**config.mk**
```make
export PLATFORM = sky130hd
export DESIGN_NAME = paddle_drive_arbiter
export DESIGN_NICKNAME = d
export VERILOG_FILES = /design/src/rtl/gatorga_pkg.sv /design/src/rtl/paddle_autopilot.sv /design/src/rtl/paddle_drive_arbiter.sv
export SDC_FILE = /design/constraint.sdc
export NUM_CORES = 1
export LEC_CHECK = 0
export BUFFER_PORTS_ARGS = -buffer_cell sky130_fd_sc_hd__buf_2
export CAP_MARGIN = 20
export CORE_MARGIN = 1
export CORE_UTILIZATION = 55
export CTS_CLUSTER_SIZE = 10
export DETAILED_ROUTE_END_ITERATION = 8
export HOLD_SLACK_MARGIN = 0.03
export PLACE_DENSITY = 0.8
export SLEW_MARGIN = 10
export SYNTH_ARGS = -nofsm -noshare
export SYNTH_HDL_FRONTEND = slang
export SYNTH_SLANG_ARGS = --single-unit
```
**constraint.sdc**
```tcl
create_clock -name pixel_clk -period 5.7 [get_ports pixel_clk]
set_clock_uncertainty 0.1 [all_clocks]
set_input_delay 1.71 -clock pixel_clk [delete_from_list [all_inputs] [get_ports pixel_clk]]
set_output_delay 1.71 -clock pixel_clk [all_outputs]
set_load 0.005 [all_outputs]
```
**src/rtl/gatorga_pkg.sv**
```systemverilog
// Shared types for the gatorga paddle blocks: drive-mode encoding and the
// direction codes the autopilot hands to the drive arbiter.
package gatorga_pkg;

  typedef enum logic [1:0] {
    HUMAN   = 2'd0,
    AUTO    = 2'd1,
    HOLDOFF = 2'd2
  } drive_mode_t;

  typedef logic [1:0] dir_t;

  localparam dir_t PUT   = 2'd0;
  localparam dir_t LEFT  = 2'd1;
  localparam dir_t RIGHT = 2'd2;

endpackage

```
**src/rtl/paddle_autopilot.sv**
```systemverilog
// Combinational autopilot: steers the paddle centre towards a clamped target
// x position, holding still inside a +/-DEADBAND window.
module paddle_autopilot
  import gatorga_pkg::*;
#(
  parameter int HRES     = 1280,
  parameter int DEADBAND = 8
) (
  input  logic [11:0] lhpos,
  input  logic [11:0] rhpos,
  input  logic [11:0] target_hpos,
  output dir_t        dir
);

  localparam logic [11:0]        TGT_MAX = 12'(HRES - 1);
  localparam logic signed [12:0] DB      = 13'(DEADBAND);

  logic [12:0]        edge_sum;
  logic [12:0]        centre;
  logic [11:0]        tgt;
  logic signed [12:0] err;

  // NOTE: every always_comb output gets a default first, so no path through
  // the block can leave a signal unassigned and infer a latch.
  always_comb begin
    edge_sum = {1'b0, lhpos} + {1'b0, rhpos};
    centre   = edge_sum >> 1;
    tgt      = (target_hpos > TGT_MAX) ? TGT_MAX : target_hpos;
    // Both operands are at most 4095, so a 13-bit signed difference is exact.
    err      = $signed({1'b0, tgt}) - $signed(centre);
    dir      = PUT;
    if (err > DB)       dir = RIGHT;
    else if (err < -DB) dir = LEFT;
  end

endmodule

```
**src/rtl/paddle_drive_arbiter.sv**
```systemverilog
// Chooses between player buttons and the autopilot for one paddle's
// right/left drive, with idle-timeout entry to AUTO and a holdoff on handback.
module paddle_drive_arbiter
  import gatorga_pkg::*;
#(
  parameter int HRES           = 1280,
  parameter int IDLE_FRAMES    = 600,
  parameter int HOLDOFF_FRAMES = 2,
  parameter int DEADBAND       = 8
) (
  input  logic        pixel_clk,
  input  logic        rst,
  input  logic        fsync,
  input  logic        btn_right,
  input  logic        btn_left,
  input  logic        force_auto,
  input  logic [11:0] target_hpos,
  input  logic [11:0] lhpos_in,
  input  logic [11:0] rhpos_in,
  output logic        right,
  output logic        left,
  output logic [1:0]  mode,
  output logic        auto_active
);

  localparam int IW = $clog2(IDLE_FRAMES + 1);
  localparam int HW = $clog2(HOLDOFF_FRAMES + 2);
  localparam logic [IW-1:0] IDLE_MAX  = IW'(IDLE_FRAMES);
  localparam logic [HW-1:0] HOLD_LOAD = HW'(HOLDOFF_FRAMES);
  localparam logic [HW-1:0] HOLD_LAST = HW'(1);

  drive_mode_t   state, state_next;
  logic [IW-1:0] idle_cnt, idle_next, idle_inc;
  logic [HW-1:0] hold_cnt, hold_next;
  logic          btn_r_meta, btn_r_s, btn_l_meta, btn_l_s;
  logic          seen, press, activity;
  logic          right_next, left_next;
  dir_t          dir;

  paddle_autopilot #(
    .HRES     (HRES),
    .DEADBAND (DEADBAND)
  ) u_autopilot (
    .lhpos       (lhpos_in),
    .rhpos       (rhpos_in),
    .target_hpos (target_hpos),
    .dir         (dir)
  );

  always_comb begin
    press      = btn_r_s | btn_l_s;
    activity   = seen | press;
    idle_inc   = (idle_cnt == IDLE_MAX) ? idle_cnt : idle_cnt + 1'b1;
    state_next = state;
    idle_next  = idle_cnt;
    hold_next  = hold_cnt;
    right_next = 1'b0;
    left_next  = 1'b0;

    if (fsync) idle_next = activity ? '0 : idle_inc;

    unique case (state)
      HUMAN: begin
        if (force_auto)
          state_next = AUTO;
        else if (fsync && !activity && idle_inc == IDLE_MAX)
          state_next = AUTO;
      end
      AUTO: begin
        if (press && !force_auto) begin
          idle_next = '0;
          if (HOLDOFF_FRAMES == 0) begin
            state_next = HUMAN;
          end else begin
            state_next = HOLDOFF;
            hold_next  = HOLD_LOAD;
          end
        end
      end
      HOLDOFF: begin
        if (force_auto) begin
          state_next = AUTO;
        end else if (fsync) begin
          hold_next = hold_cnt - 1'b1;
          if (hold_cnt == HOLD_LAST) state_next = HUMAN;
        end
      end
      default: state_next = HUMAN;
    endcase

    // Drive follows the next state so outputs and mode change together.
    unique case (state_next)
      HUMAN: begin
        right_next = btn_r_s & ~btn_l_s;
        left_next  = btn_l_s & ~btn_r_s;
      end
      AUTO: begin
        if (state == AUTO) begin
          right_next = right;
          left_next  = left;
          if (fsync) begin
            right_next = (dir == RIGHT);
            left_next  = (dir == LEFT);
          end
        end
      end
      default: ;
    endcase
  end

  // NOTE: registered state uses non-blocking assignments so every flop samples
  // the pre-edge value of the others, independent of statement order.
  always_ff @(posedge pixel_clk) begin
    if (rst) begin
      state      <= HUMAN;
      idle_cnt   <= '0;
      hold_cnt   <= '0;
      seen       <= 1'b0;
      btn_r_meta <= 1'b0;
      btn_r_s    <= 1'b0;
      btn_l_meta <= 1'b0;
      btn_l_s    <= 1'b0;
      right      <= 1'b0;
      left       <= 1'b0;
    end else begin
      state      <= state_next;
      idle_cnt   <= idle_next;
      hold_cnt   <= hold_next;
      seen       <= fsync ? 1'b0 : (seen | press);
      btn_r_meta <= btn_right;
      btn_r_s    <= btn_r_meta;
      btn_l_meta <= btn_left;
      btn_l_s    <= btn_l_meta;
      right      <= right_next;
      left       <= left_next;
    end
  end

  assign mode        = state;
  assign auto_active = (state == AUTO);

endmodule

```
Word-level counts from Yosys, hierarchy flattened. Cells that the tools add are included. W data, S select, Z words.

Register bits after elaboration: 21. Input port bits: 42. Output and inout port bits: 5. Word-level logic and storage cells: 70.

Add/subtract/negate cells: 4. $lt $le $gt $ge: 3. Eq/ne operators: 12. Muxes and demuxes: 25. Bitwise logic cells: 6. Reduce and logical (&&, ||, !) cells: 10.

Operator list (count): $mux W10 (5); $eq A10 B10 Y1 const B (2); $mux W2 (10); $add A12 B12 Y13 (1); $gt A13 B5 Y1 const B (1); $lt A13 B4 Y1 const B (1); $sub A12 B12 Y13 (1); $gt A12 B11 Y1 const B (1); $mux W12 (1); $add A10 B1 Y10 const B (1); $eq A2 B1 Y1 const B (4); $pmux W2 S3 (1); $mux W1 (5); $eq A2 B2 Y1 const B (2); $logic_not A2 Y1 (2); $ne A2 B2 Y1 const B (2); $pmux W1 S2 (2); $pmux W2 S2 (1); $reduce_and A4 Y1 (1); $logic_and A1 B1 Y1 (3); $ne A3 B3 Y1 const B (1); $and A1 B1 Y1 (2); $logic_not A1 Y1 (2); $ne A2 B1 Y1 const B (1); other kinds (5) (7).

Logic depth before layout (Yosys ltp).
Depth in word-level cells: 10. Gate-level depth with buffers: 17. Depth with buffers taken out: 17.

By module. From an unflattened synthesis, not the netlist that was laid out.

Cells, all modules: 307. Area total of the unflattened synthesis: 2348.5 µm².

By module, submodules not included: paddle_drive_arbiter (times used 1, cells each 159, area an instance 1246.2 µm²); paddle_autopilot (times used 1, cells each 148, area an instance 1102.3 µm²).

Worst setup path after synthesis. Ideal clock, no wire load.

Kind: in2reg. Start point: input lhpos_in[1]. End point: register right. Library setup time: 0.116 ns. Data arrival time: 4.471 ns. Setup slack: 1.013 ns. Stages on the path: 15. Path buffers: 0. Cell sequence: ha_1 a31o_2 a21oi_1 o21bai_1 a21oi_1 xor2_1 ha_1 o21ai_0 o21bai_1 a2111oi_2 o31ai_1 a21oi_1 o21bai_1 a21o_1 a41o_1.

Cells in the longest elaborated chain, start to end: 9.

RTL lines: start, declared (RTL line paddle_drive_arbiter.sv:18) `input logic [11:0] lhpos_in,`; $add A12 B12 Y13 (*) (RTL line paddle_autopilot.sv:26) `edge_sum = {1'b0, lhpos} + {1'b0, rhpos};`; $sub A12 B12 Y13 (*) (RTL line paddle_autopilot.sv:30) `err = $signed({1'b0, tgt}) - $signed(centre);`; $lt A13 B4 Y1 (RTL line paddle_autopilot.sv:33) `else if (err < -DB) dir = LEFT;`; $mux W1 (RTL line paddle_autopilot.sv:33); $mux W2 (*) (RTL line paddle_autopilot.sv:32) `if (err > DB) dir = RIGHT;`; $eq A2 B2 Y1 (*) (RTL line paddle_drive_arbiter.sv:102) `right_next = (dir == RIGHT);`; $mux W1 (*) (RTL line paddle_drive_arbiter.sv:101) `if (fsync) begin`; $mux W1 (*) (RTL line paddle_drive_arbiter.sv:98) `if (state == AUTO) begin`; $pmux W1 S2 (*) (RTL line paddle_drive_arbiter.sv:92) `unique case (state_next)`; end signal, assigned (RTL line paddle_drive_arbiter.sv:134) `right <= right_next;`; end, declared (RTL line paddle_drive_arbiter.sv:20) `output logic right,`.

Mark *: on every way between the ends. The rest lies on a longest branch, timed or not. The select of a mux whose other input is x is not followed. A chain may end at the register's enable or synchronous reset.

Worst setup path after layout. Same ends and word-level chain as after synthesis.

==> qor.txt <==
Status - finished clean
TritonCTS Sinks - 21
N_diodes - 0
Max incr delay on CP - 0.30 ns
Clock Tree Root - clkbuf_8
Cell class contributing the biggest share of worst-path delay - compound AO/OA/AOI/OAI gates
Hold_sp - btn_l_meta
Routed Antenna Nets - 0
Final hold slack - 0.3512 ns
Grt ovf - 0
WS Path Type - input pin to flip-flop
P&R area growth vs syn - 13.88%
Area leader, netlist - dfxtp_1
Setup TNS - 0 ns
Commonest cells post-synth - ha_1 (26), nor2_1 (25), a21oi_1 (23), nand2_1 (23), dfxtp_1 (21)
Gate power share - 0.503
Synth top area cells - dfxtp_1 (19%), ha_1 (15%), a21oi_1 (5.2%), xnor2_1 (4.7%), xor2_1 (4.3%)
Clk slew on worst S/H paths - 0.08 ns
GR Util All Layers - 0.2286
Reg-to-reg slack, setup - 3.28 ns
Clk_lat worst skew - 0.27 ns
Worst endpoint data arrival time - 4.82 ns
Routability Congestion - 0.8417
I/O pin total - 47
Pint - 319.4 uW
Post-synth top flop - dfxtp_1
Drt pass-1 iters - 4
Net Count, Synth - 364
Final Setup Violations - 0
Finished Cell Area - 2536 um2
Switching power - 200.0 uW
Worst path cell trace - buf_2 -> ha_1 -> a31o_2 -> a21oi_1 -> o21bai_1 -> nand4_1 -> and3b_1 -> xor2_1 -> ha_1 -> a21o_1 -> a21oi_1 -> o22ai_1 -> nor3_1 -> xnor2_1 -> nor4_1 -> nand3_1 -> a41o_1
Clock power frac - 0.198
Top cell type's share of synthesized area - 0.1888
First-pass GRT wire length - 7893 um
DRC errors left - 0
Wire length per cell - 11.64 um
Cells after Synth - 294
Leakage power - 0.001098 uW
Final period util - 0.8344
Pin count of the biggest net entering global routing - 18
Htree depth - 1
Tmin final - 4.756 ns
EDFF count, synth - 0
Final HPWL DP - 3592 um
Worst Setup Start Kind - input pin
Part of the Yosys area used for sequential elements - 0.1888
R2R cell count - 10
Final nets - 408
DR vias/cell - 5.618
Cells resized by post-CTS repair - 0
Cell variety after synth - 56
Sw frac - 0.3851
CTS tree - yes
Syn Area/Cell - 7.575 um2
Max Root-Sink Buffers - 2
Row count - 22
Chip height - 65.64 um
Core area - 3771 um2
Initial antenna violation count - 0
Initial DRC count - 126
Number of global-route vias before repair - 1922
Die Footprint - 4308 um2
Most frequent cell after synthesis - ha_1
PortBufs - 46
CP max FO - 5
CP max stage cell - ha_1
Bufs and invs on worst path - 1
Yosys reg bits - 21
# Post-CTS Setup Buffers - 0
Initial core utilization - 0.5906
Die Width - 65.64 um
RSZ-0062 raised after global routing - no
Worst min path class - flip-flop to flip-flop
Hold Path Cell Cnt - 1
PD cells - 204.8 nW/um2
Worst R2R Start - idle_cnt[0]
Worst IR Drop VDD - 0.1568 mV
Hold Vio Cnt, Final - 0
Hold Crit Endpoint - btn_l_s
Crit end category - flip-flop
CTS buffer count - 3
Fmax - 210.3 MHz
Placed Area - 2490 um2
Synth warnings - 0
Slew Viols, Final - 0
Mapped cell area - 2227 um2
Worst r2r dst - right
Layout cells sized above 1 - 0.1840
WP data required - 5.77 ns
Routed via count - 2163
Ys async rst share - 0
Drt total wl - 4482 um
Hold_buf cts - 0
Max-Cap Viols - 0
Sequential Power Share - 0.299
registers in the layout (all words and copies together), names as in the netlist:
name        count
idle_cnt       10
btn_r_meta      1
right           1
left            1
btn_l_s         1
mode            2
seen            1
btn_r_s         1
btn_l_meta      1
hold_cnt        2
power groups by stage:
stage	combinational, uW	clock, uW	sequential [uW]
after global placement	257	0	158
after floorplan	210	0	158
final	261	103	155
after detailed placement	260	0	159
after CTS	262	105	155
after global routing	300	109	156
cells by family after synthesis:
group,Yosys count,synth area share
AOI/OAI and AO/OA,73,0.2157
xor gates and xnor gates,23,0.09045
adders and majority gates,28,0.1640
buffers and inverters,26,0.04438
DFF,21,0.1888
muxes,2,0.01123
other,1,0.001684
and+or+nand+nor,120,0.2837
area by class of cell:
cell class	count	area, um2
Clock buffer	3	41.29
Clock inverter	1	5.005
Fill cell	321	1235
Inverter	19	71.32
Multi-Input combinational cell	247	1708
Sequential cell	21	420.4
Tap cell	48	60.06
Timing Repair Buffer	46	230.2
cell usage in the layout (no fill, tap or decap), types with 2 or more instances in the layout:
| cell | Yosys | routed |
|---|---|---|
| buf_2 | 1 | 46 |
| ha_1 | 26 | 26 |
| nor2_1 | 25 | 25 |
| nand2_1 | 23 | 23 |
| a21oi_1 | 23 | 23 |
| dfxtp_1 | 21 | 21 |
| inv_1 | 19 | 19 |
| nor3_1 | 13 | 13 |
| xnor2_1 | 12 | 12 |
| xor2_1 | 11 | 11 |
| nand3_1 | 11 | 11 |
| o21ai_0 | 10 | 10 |
| a21o_1 | 8 | 8 |
| or3_1 | 8 | 8 |
| nor2b_1 | 7 | 7 |
| nor4_1 | 5 | 5 |
| o21bai_1 | 4 | 4 |
| nand4_1 | 4 | 4 |
| and3_1 | 4 | 4 |
| o31ai_1 | 3 | 3 |
| or2_2 | 3 | 3 |
| and2_1 | 3 | 3 |
| a22oi_1 | 3 | 3 |
| clkbuf_8 | 0 | 3 |
| a31oi_1 | 2 | 2 |
| nand2b_1 | 2 | 2 |
| o21a_1 | 2 | 2 |
| a311oi_1 | 2 | 2 |
| o22ai_1 | 2 | 2 |
| nor3b_1 | 2 | 2 |
| o2111ai_1 | 2 | 2 |
| a211oi_1 | 2 | 2 |
| fa_1 | 2 | 2 |
metrics by stage:
step / util / worst slack, ns / total power [uW] / std cells
after floorplan: - / 1.013 / 367.4 / 294
final: 0.6725 / 0.9441 / 519.4 / 385
after detailed placement: 0.6603 / 0.6356 / 418.1 / 381
after CTS: 0.6725 / 0.9276 / 521.7 / 385
after global placement: 0.6603 / 0.7297 / 415.0 / 381
after global routing: 0.6725 / 0.5575 / 565.7 / 385
per-layer routing:
layer	global-route usage	routed length, um
met5	0	0
met4	0.04891	24
met1	0.2994	2263
met3	0.04167	164
met2	0.3852	2030
worst max-delay path by stage:
stage / startpoint / end / slack, ns / depth (start not counted)
after floorplan: lhpos_in[1] / right / 1.01 / 15
after global placement: lhpos_in[1] / right / 0.73 / 17
after detailed placement: lhpos_in[1] / right / 0.64 / 17
after CTS: lhpos_in[1] / right / 0.93 / 17
after global routing: lhpos_in[1] / right / 0.56 / 17
final: lhpos_in[1] / right / 0.94 / 17
Note: power is estimated with default switching activity, not from simulation.
